===== src/rtl/uart_defs_pkg.sv =====
// Shared UART definitions: transmit FSM encoding and framing constants.
package uart_defs;

   typedef enum logic [1:0] {
      TXQ_IDLE  = 2'b00,
      TXQ_START = 2'b01,
      TXQ_DATA  = 2'b10,
      TXQ_STOP  = 2'b11
   } txq_state_t;

   localparam int UART_DATA_BITS = 8;
   localparam int UART_CPB_MIN   = 2;

endpackage


===== src/rtl/uart_tx_shifter.sv =====
// 8N1 serializer: pulls one byte from the queue head when idle and shifts it
// out LSB first with a start and a stop bit. All outputs except pop are registered.
module uart_tx_shifter
   import uart_defs::*;
#(
   parameter int CPB_WIDTH = 32
) (
   input  logic                 clk,
   input  logic                 resetn,
   input  logic                 tx_en,
   input  logic                 empty,
   input  logic [7:0]           head_data,
   input  logic [CPB_WIDTH-1:0] cycles_per_bit,
   output logic                 pop,
   output logic                 txd,
   output logic                 busy
);

   localparam logic [CPB_WIDTH-1:0] CPB_MIN  = CPB_WIDTH'(UART_CPB_MIN);
   localparam logic [CPB_WIDTH-1:0] CPB_ONE  = CPB_WIDTH'(1);
   localparam logic [2:0]           LAST_BIT = 3'(UART_DATA_BITS - 1);

   txq_state_t           state;
   logic [CPB_WIDTH-1:0] cpb_q;
   logic [CPB_WIDTH-1:0] per_cnt;
   logic [2:0]           bit_cnt;
   logic [7:0]           shift;
   logic [CPB_WIDTH-1:0] eff_new;
   logic [CPB_WIDTH-1:0] eff_q;

   // Bit period is clamped to at least two clocks; the live input is only
   // used at load time, the latched copy for the rest of the frame.
   assign eff_new = (cycles_per_bit < CPB_MIN) ? CPB_MIN : cycles_per_bit;
   assign eff_q   = (cpb_q < CPB_MIN) ? CPB_MIN : cpb_q;

   // Head byte is consumed in the same cycle the frame is launched.
   assign pop = (state == TXQ_IDLE) && tx_en && !empty;

   // Frame sequencer: period counter counts down to 0, bit counter walks the data bits.
   always_ff @(posedge clk or negedge resetn) begin
      if (!resetn) begin
         state   <= TXQ_IDLE;
         txd     <= 1'b1;
         busy    <= 1'b0;
         cpb_q   <= '0;
         per_cnt <= '0;
         bit_cnt <= '0;
         shift   <= '0;
      end else begin
         case (state)
            TXQ_IDLE: begin
               if (pop) begin
                  shift   <= head_data;
                  cpb_q   <= cycles_per_bit;
                  per_cnt <= eff_new - CPB_ONE;
                  txd     <= 1'b0;
                  busy    <= 1'b1;
                  state   <= TXQ_START;
               end
            end
            TXQ_START: begin
               if (per_cnt == '0) begin
                  per_cnt <= eff_q - CPB_ONE;
                  bit_cnt <= '0;
                  txd     <= shift[0];
                  shift   <= {1'b0, shift[7:1]};
                  state   <= TXQ_DATA;
               end else begin
                  per_cnt <= per_cnt - CPB_ONE;
               end
            end
            TXQ_DATA: begin
               if (per_cnt == '0) begin
                  per_cnt <= eff_q - CPB_ONE;
                  if (bit_cnt == LAST_BIT) begin
                     txd   <= 1'b1;
                     state <= TXQ_STOP;
                  end else begin
                     bit_cnt <= bit_cnt + 3'd1;
                     txd     <= shift[0];
                     shift   <= {1'b0, shift[7:1]};
                  end
               end else begin
                  per_cnt <= per_cnt - CPB_ONE;
               end
            end
            TXQ_STOP: begin
               if (per_cnt == '0) begin
                  busy  <= 1'b0;
                  state <= TXQ_IDLE;
               end else begin
                  per_cnt <= per_cnt - CPB_ONE;
               end
            end
            default: begin
               txd   <= 1'b1;
               busy  <= 1'b0;
               state <= TXQ_IDLE;
            end
         endcase
      end
   end

endmodule


===== src/rtl/uart_tx_queue.sv =====
// Buffered 8N1 transmitter: byte FIFO in front of uart_tx_shifter. Overflowing
// writes are discarded and counted so software can detect lost bytes.
module uart_tx_queue
   import uart_defs::*;
#(
   parameter int AWIDTH    = 4,
   parameter int CPB_WIDTH = 32
) (
   input  logic                 clk,
   input  logic                 resetn,
   input  logic                 tx_en,
   input  logic                 wr_en,
   input  logic [7:0]           wr_data,
   input  logic [CPB_WIDTH-1:0] cycles_per_bit,
   output logic                 txd,
   output logic                 busy,
   output logic                 tc,
   output logic                 full,
   output logic                 empty,
   output logic [AWIDTH:0]      level,
   output logic [7:0]           drop_count
);

   localparam int              DEPTH    = 1 << AWIDTH;
   localparam logic [AWIDTH:0] FULL_LVL = DEPTH[AWIDTH:0];
   localparam logic [AWIDTH-1:0] PTR_ONE = AWIDTH'(1);

   logic [7:0]        mem [DEPTH];
   logic [AWIDTH-1:0] wptr;
   logic [AWIDTH-1:0] rptr;
   logic              pop;
   logic              push;

   assign full  = (level == FULL_LVL);
   assign empty = (level == '0);
   assign tc    = empty && !busy;
   // A full FIFO still accepts a byte when the head leaves in the same cycle.
   assign push  = wr_en && (!full || pop);

   // Storage needs no reset: level gates every read of it.
   always_ff @(posedge clk) begin
      if (push) mem[wptr] <= wr_data;
   end

   // Pointers, occupancy and overflow counter.
   always_ff @(posedge clk or negedge resetn) begin
      if (!resetn) begin
         wptr       <= '0;
         rptr       <= '0;
         level      <= '0;
         drop_count <= '0;
      end else begin
         if (push) wptr <= wptr + PTR_ONE;
         if (pop)  rptr <= rptr + PTR_ONE;
         case ({push, pop})
            2'b10:   level <= level + 1'b1;
            2'b01:   level <= level - 1'b1;
            default: level <= level;
         endcase
         if (wr_en && !push) drop_count <= drop_count + 8'd1;
      end
   end

   uart_tx_shifter #(
      .CPB_WIDTH(CPB_WIDTH)
   ) u_shifter (
      .clk            (clk),
      .resetn         (resetn),
      .tx_en          (tx_en),
      .empty          (empty),
      .head_data      (mem[rptr]),
      .cycles_per_bit (cycles_per_bit),
      .pop            (pop),
      .txd            (txd),
      .busy           (busy)
   );

endmodule


===== config.mk =====
export PLATFORM = sky130hd
export DESIGN_NAME = uart_tx_queue
export DESIGN_NICKNAME = d
export VERILOG_FILES = /design/src/rtl/uart_defs_pkg.sv /design/src/rtl/uart_tx_shifter.sv /design/src/rtl/uart_tx_queue.sv
export SDC_FILE = /design/constraint.sdc
export NUM_CORES = 1
export LEC_CHECK = 0
export BUFFER_PORTS_ARGS = -buffer_cell sky130_fd_sc_hd__clkbuf_2
export CORE_MARGIN = 2
export CORE_UTILIZATION = 50
export CTS_BUF_LIST = sky130_fd_sc_hd__clkbuf_8
export DETAILED_ROUTE_END_ITERATION = 12
export PLACE_DENSITY_LB_ADDON = 0.12
export SLEW_MARGIN = 20
export SYNTH_ARGS = -nofsm -noshare
export SYNTH_HDL_FRONTEND = slang
export SYNTH_HIERARCHICAL = 1
export SYNTH_SLANG_ARGS = --single-unit

===== constraint.sdc =====
create_clock -name clk -period 4.9 [get_ports clk]
set_input_delay 0.98 -clock clk [delete_from_list [all_inputs] [get_ports clk]]
set_output_delay 0.98 -clock clk [all_outputs]
set_load 0.02 [all_outputs]

==> impl_metrics.toml <==
[global_routing]
grt_pass1_vias = 8349
grt_pass1_wl_um = 46600
grt_max_degree = 40
antenna_found_initial = 0
grt_use_total = 0.246
overflow = 0

[yosys]
synthTopCellsByCount = "158 x nand2_1, 128 x edfxtp_1, 99 x dfrtp_1, 63 x nor2_1, 46 x xnor2_1"
ys_seq_area_frac = 0.538
synth-xor-area-share = 0.0609
synth_cells = 1028
synth-simple-area-share = 0.169
synth.net_count = 1092
muxShareOfSynthArea = 0.0772
async_flop_share = 0.439
synthAdderAreaFrac = 0.0218
synth_top_area_cell = "edfxtp_1"
synthesis.area_um2 = 11800
synth_compound_area_frac = 0.100
ys_top_cells_by_area = "edfxtp_1 33%, dfrtp_1 21%, mux4_2 6.1%"
synth_top_area_frac = 0.326
ys.flop_type = "edfxtp_1"
avgSynthCellArea_um2 = 11.5
yosysMostFrequentCell = "nand2_1"
ys_warn_count = 6
synth_seq_cells = 228
synth-edff-count = 128
synth_cell_types = 83
synth_top_family_by_area = "simple AND/OR/NAND/NOR gates"

[power_and_ir_drop]
power_density_nw_per_um2 = 300
switchingPower_mw = 0.965
comb_power_share = 0.052
clkPwrFrac = 0.419
swShare = 0.244
max-vdd-ir-drop_mv = 0.259
p_leak_nw = 5.30
total_power_mw = 3.95
p_seq_frac = 0.529
power.internal_mw = 2.99

[route]
ant_nets = 0
initialDrtViolationCount = 724
drc = 0
avgViaCountPerCell = 5.84
wl_per_cell_um = 20.3
drtPass1Iterations = 5
routed_wl_um = 29500
dr_total_vias = 8494

[setup_path]
crit_chain = "or4_1, or4_1, or3_1, nand2_1, ha_1, nor3b_1, buf_4, nand2_1, nor4_1, xor2_1, a21oi_1, o31ai_1, a221o_1"
critPathCapture = "u_shifter/per_cnt[26]"
crit_slowest_cell = "or4_1"
r2r_setup_slack_ns = 0.46
worstPathMaxFanout = 10
startpoint_type = "flip-flop"
crit_path_end_kind = "flip-flop"
crit_start = "u_shifter/cpb_q[24]"
r2r_end = "u_shifter/per_cnt[26]"
regToRegStartpoint = "u_shifter/cpb_q[24]"
cp_top_family = "simple AND/OR/NAND/NOR gates"
worst-path-stages = 13
reg2reg_depth = 13
slowest_delay_ns = 0.64
path_class = "reg2reg"
arrival_ns = 4.88
path_buf_inv = 1
worstPathRequired_ns = 5.33

[sta]
finClkSkew_ns = 0.0240
totalNegativeSetupSlack_ns = 0
slew_viol_final = 0
finalHoldViolCount = 0
fin_crit_ns = 4.44
worst_slew_pin_slew_ns = 1.06
fin_crit_sh = 0.907
fmax_ghz = 0.225
finalSetupViolCount = 0
hold_slack_ns = 0.353
slew_headroom = 0.291
rsz0062_at_grt = "no"
setup_ws_ns = 0.456

[clock_tree]
clk_pin_slew_ns = 0.06
post_cts_resized = 0
post-cts-setup-buffer-count = 0
clock_sinks = 228
cts-hold-fix-buffers = 0
cts_buffer_depth = 3
clk_latency_ns = 0.56
htreeDepth = 2
clockRootBuffer = "clkbuf_8"
cts_tree = "done"
cts_made_buffers = 41

[status]
outcome = "completed"

[die]
initial_core_util = 0.506
die_h_um = 158
fp.dieW_um = 158
die_area_um2 = 24800
io_pins = 62
fp.coreArea_um2 = 23300
rows = 56

[min_path]
hp-class = "in2async"

[finish]
fin_nets = 1167
areaGrowthSynthToFinish_pct = 11.6
final.fill_count = 2005
drive_gt1_frac = 0.173
final_util = 0.565
antenna_cells = 0

[placement]
io_buffers = 61
place.gp.congestion = 0.833
dp_hpwl_um = 19800
dp_slack_ns = 0.207

[job]
maxCapViolCount = 0
-- state kept, by name, summed over array words and instances, names as in the netlist --
| register | flops |
|---|---|
| u_shifter/txd | 1 |
| u_shifter/cpb_q | 32 |
| u_shifter/per_cnt | 32 |
| u_shifter/bit_cnt | 3 |
| u_shifter/shift | 8 |
| u_shifter/state | 2 |
| mem | 128 |
| drop_count | 8 |
| level | 5 |
| u_shifter/busy | 1 |
| wptr | 4 |
| rptr | 4 |
-- stage by stage --
step,cell area [µm²],cells
final,13200,1455
after global routing,13200,1455
after CTS,13200,1455
after global placement,12400,1379
after detailed placement,12400,1379
after floorplan,11800,1028
-- logic make-up after synthesis --
logic type | Yosys count
simple gates | 401
mux | 50
buf+inv | 78
compound gates | 169
flops | 228
fa+ha+maj | 20
xor+xnor | 82
-- worst min path at each step --
stage	from	end	slack (ns)
after floorplan	u_shifter/per_cnt[4]	u_shifter/per_cnt[4]	0.46
after global placement	drop_count[7]	drop_count[7]	0.46
after detailed placement	drop_count[7]	drop_count[7]	0.47
after CTS	resetn	u_shifter/per_cnt[10]	0.33
after global routing	resetn	u_shifter/per_cnt[16]	0.36
final	resetn	drop_count[3]	0.35
-- cell usage in the layout (no fill, tap or decap), types with 6 or more instances in the layout --
cell type and count:
and2_1 9, a22o_1 12, a22oi_1 19, and3_1 6, clkinv_1 8, xnor2_1 46
a31oi_1 6, mux4_2 32, o22ai_1 7, o211ai_1 7, o31ai_1 8, clkbuf_2 60
nand2b_1 9, nand3_1 23, or3_1 19, nor3_1 35, o221ai_1 6, nor2b_1 7
nand2_1 158, ha_1 19, inv_1 39, o21ai_0 25, or4_1 12, nor2_1 63
xor2_1 36, a21oi_1 37, mux2i_1 13, edfxtp_1 128, dfrtp_1 98, nor4_1 23
clkbuf_8 45, buf_4 28, nand3b_1 6
-- metal layers --
layer / global-route usage / vias to the layer above / wire length [µm]
li1: - / 3978 / -
met1: 0.323 / 4166 / 12400
met2: 0.413 / 283 / 14600
met3: 0.0441 / 67 / 1700
met4: 0.0866 / 0 / 853
met5: 0 / - / 0
-- power by group through the flow --
| stage | Combinational, mW | Sequential, mW | Clock, mW |
|---|---|---|---|
| detailed placement | 0.207 | 2.13 | 0 |
| finish | 0.205 | 2.09 | 1.66 |
| CTS | 0.208 | 2.09 | 1.71 |
| global placement | 0.207 | 2.13 | 0 |
| global route | 0.226 | 2.09 | 1.80 |
| floorplan | 0.0677 | 2.16 | 0 |
-- layout make-up --
class	instances	area, µm²	share of cell area
sequential	228	6350	0.482
multi-input combinational	722	5070	0.385
clock buffer	45	619	0.0470
timing repair buffer	88	510	0.0388
tap	319	399	0.0303
clock inverter	31	145	0.0110
inverter	22	82.6	0.00627
-- worst register-to-register path, cell delays in order (launching register included) --
cell and delay, ns:
dfrtp_1 0.41, or4_1 0.60, or4_1 0.64, or3_1 0.59, nand2_1 0.19, ha_1 0.21
nor3b_1 0.21, buf_4 0.19, nand2_1 0.24, nor4_1 0.37, xor2_1 0.12, a21oi_1 0.15
o31ai_1 0.09, a221o_1 0.32
Note: power is estimated with default switching activity, not from simulation.
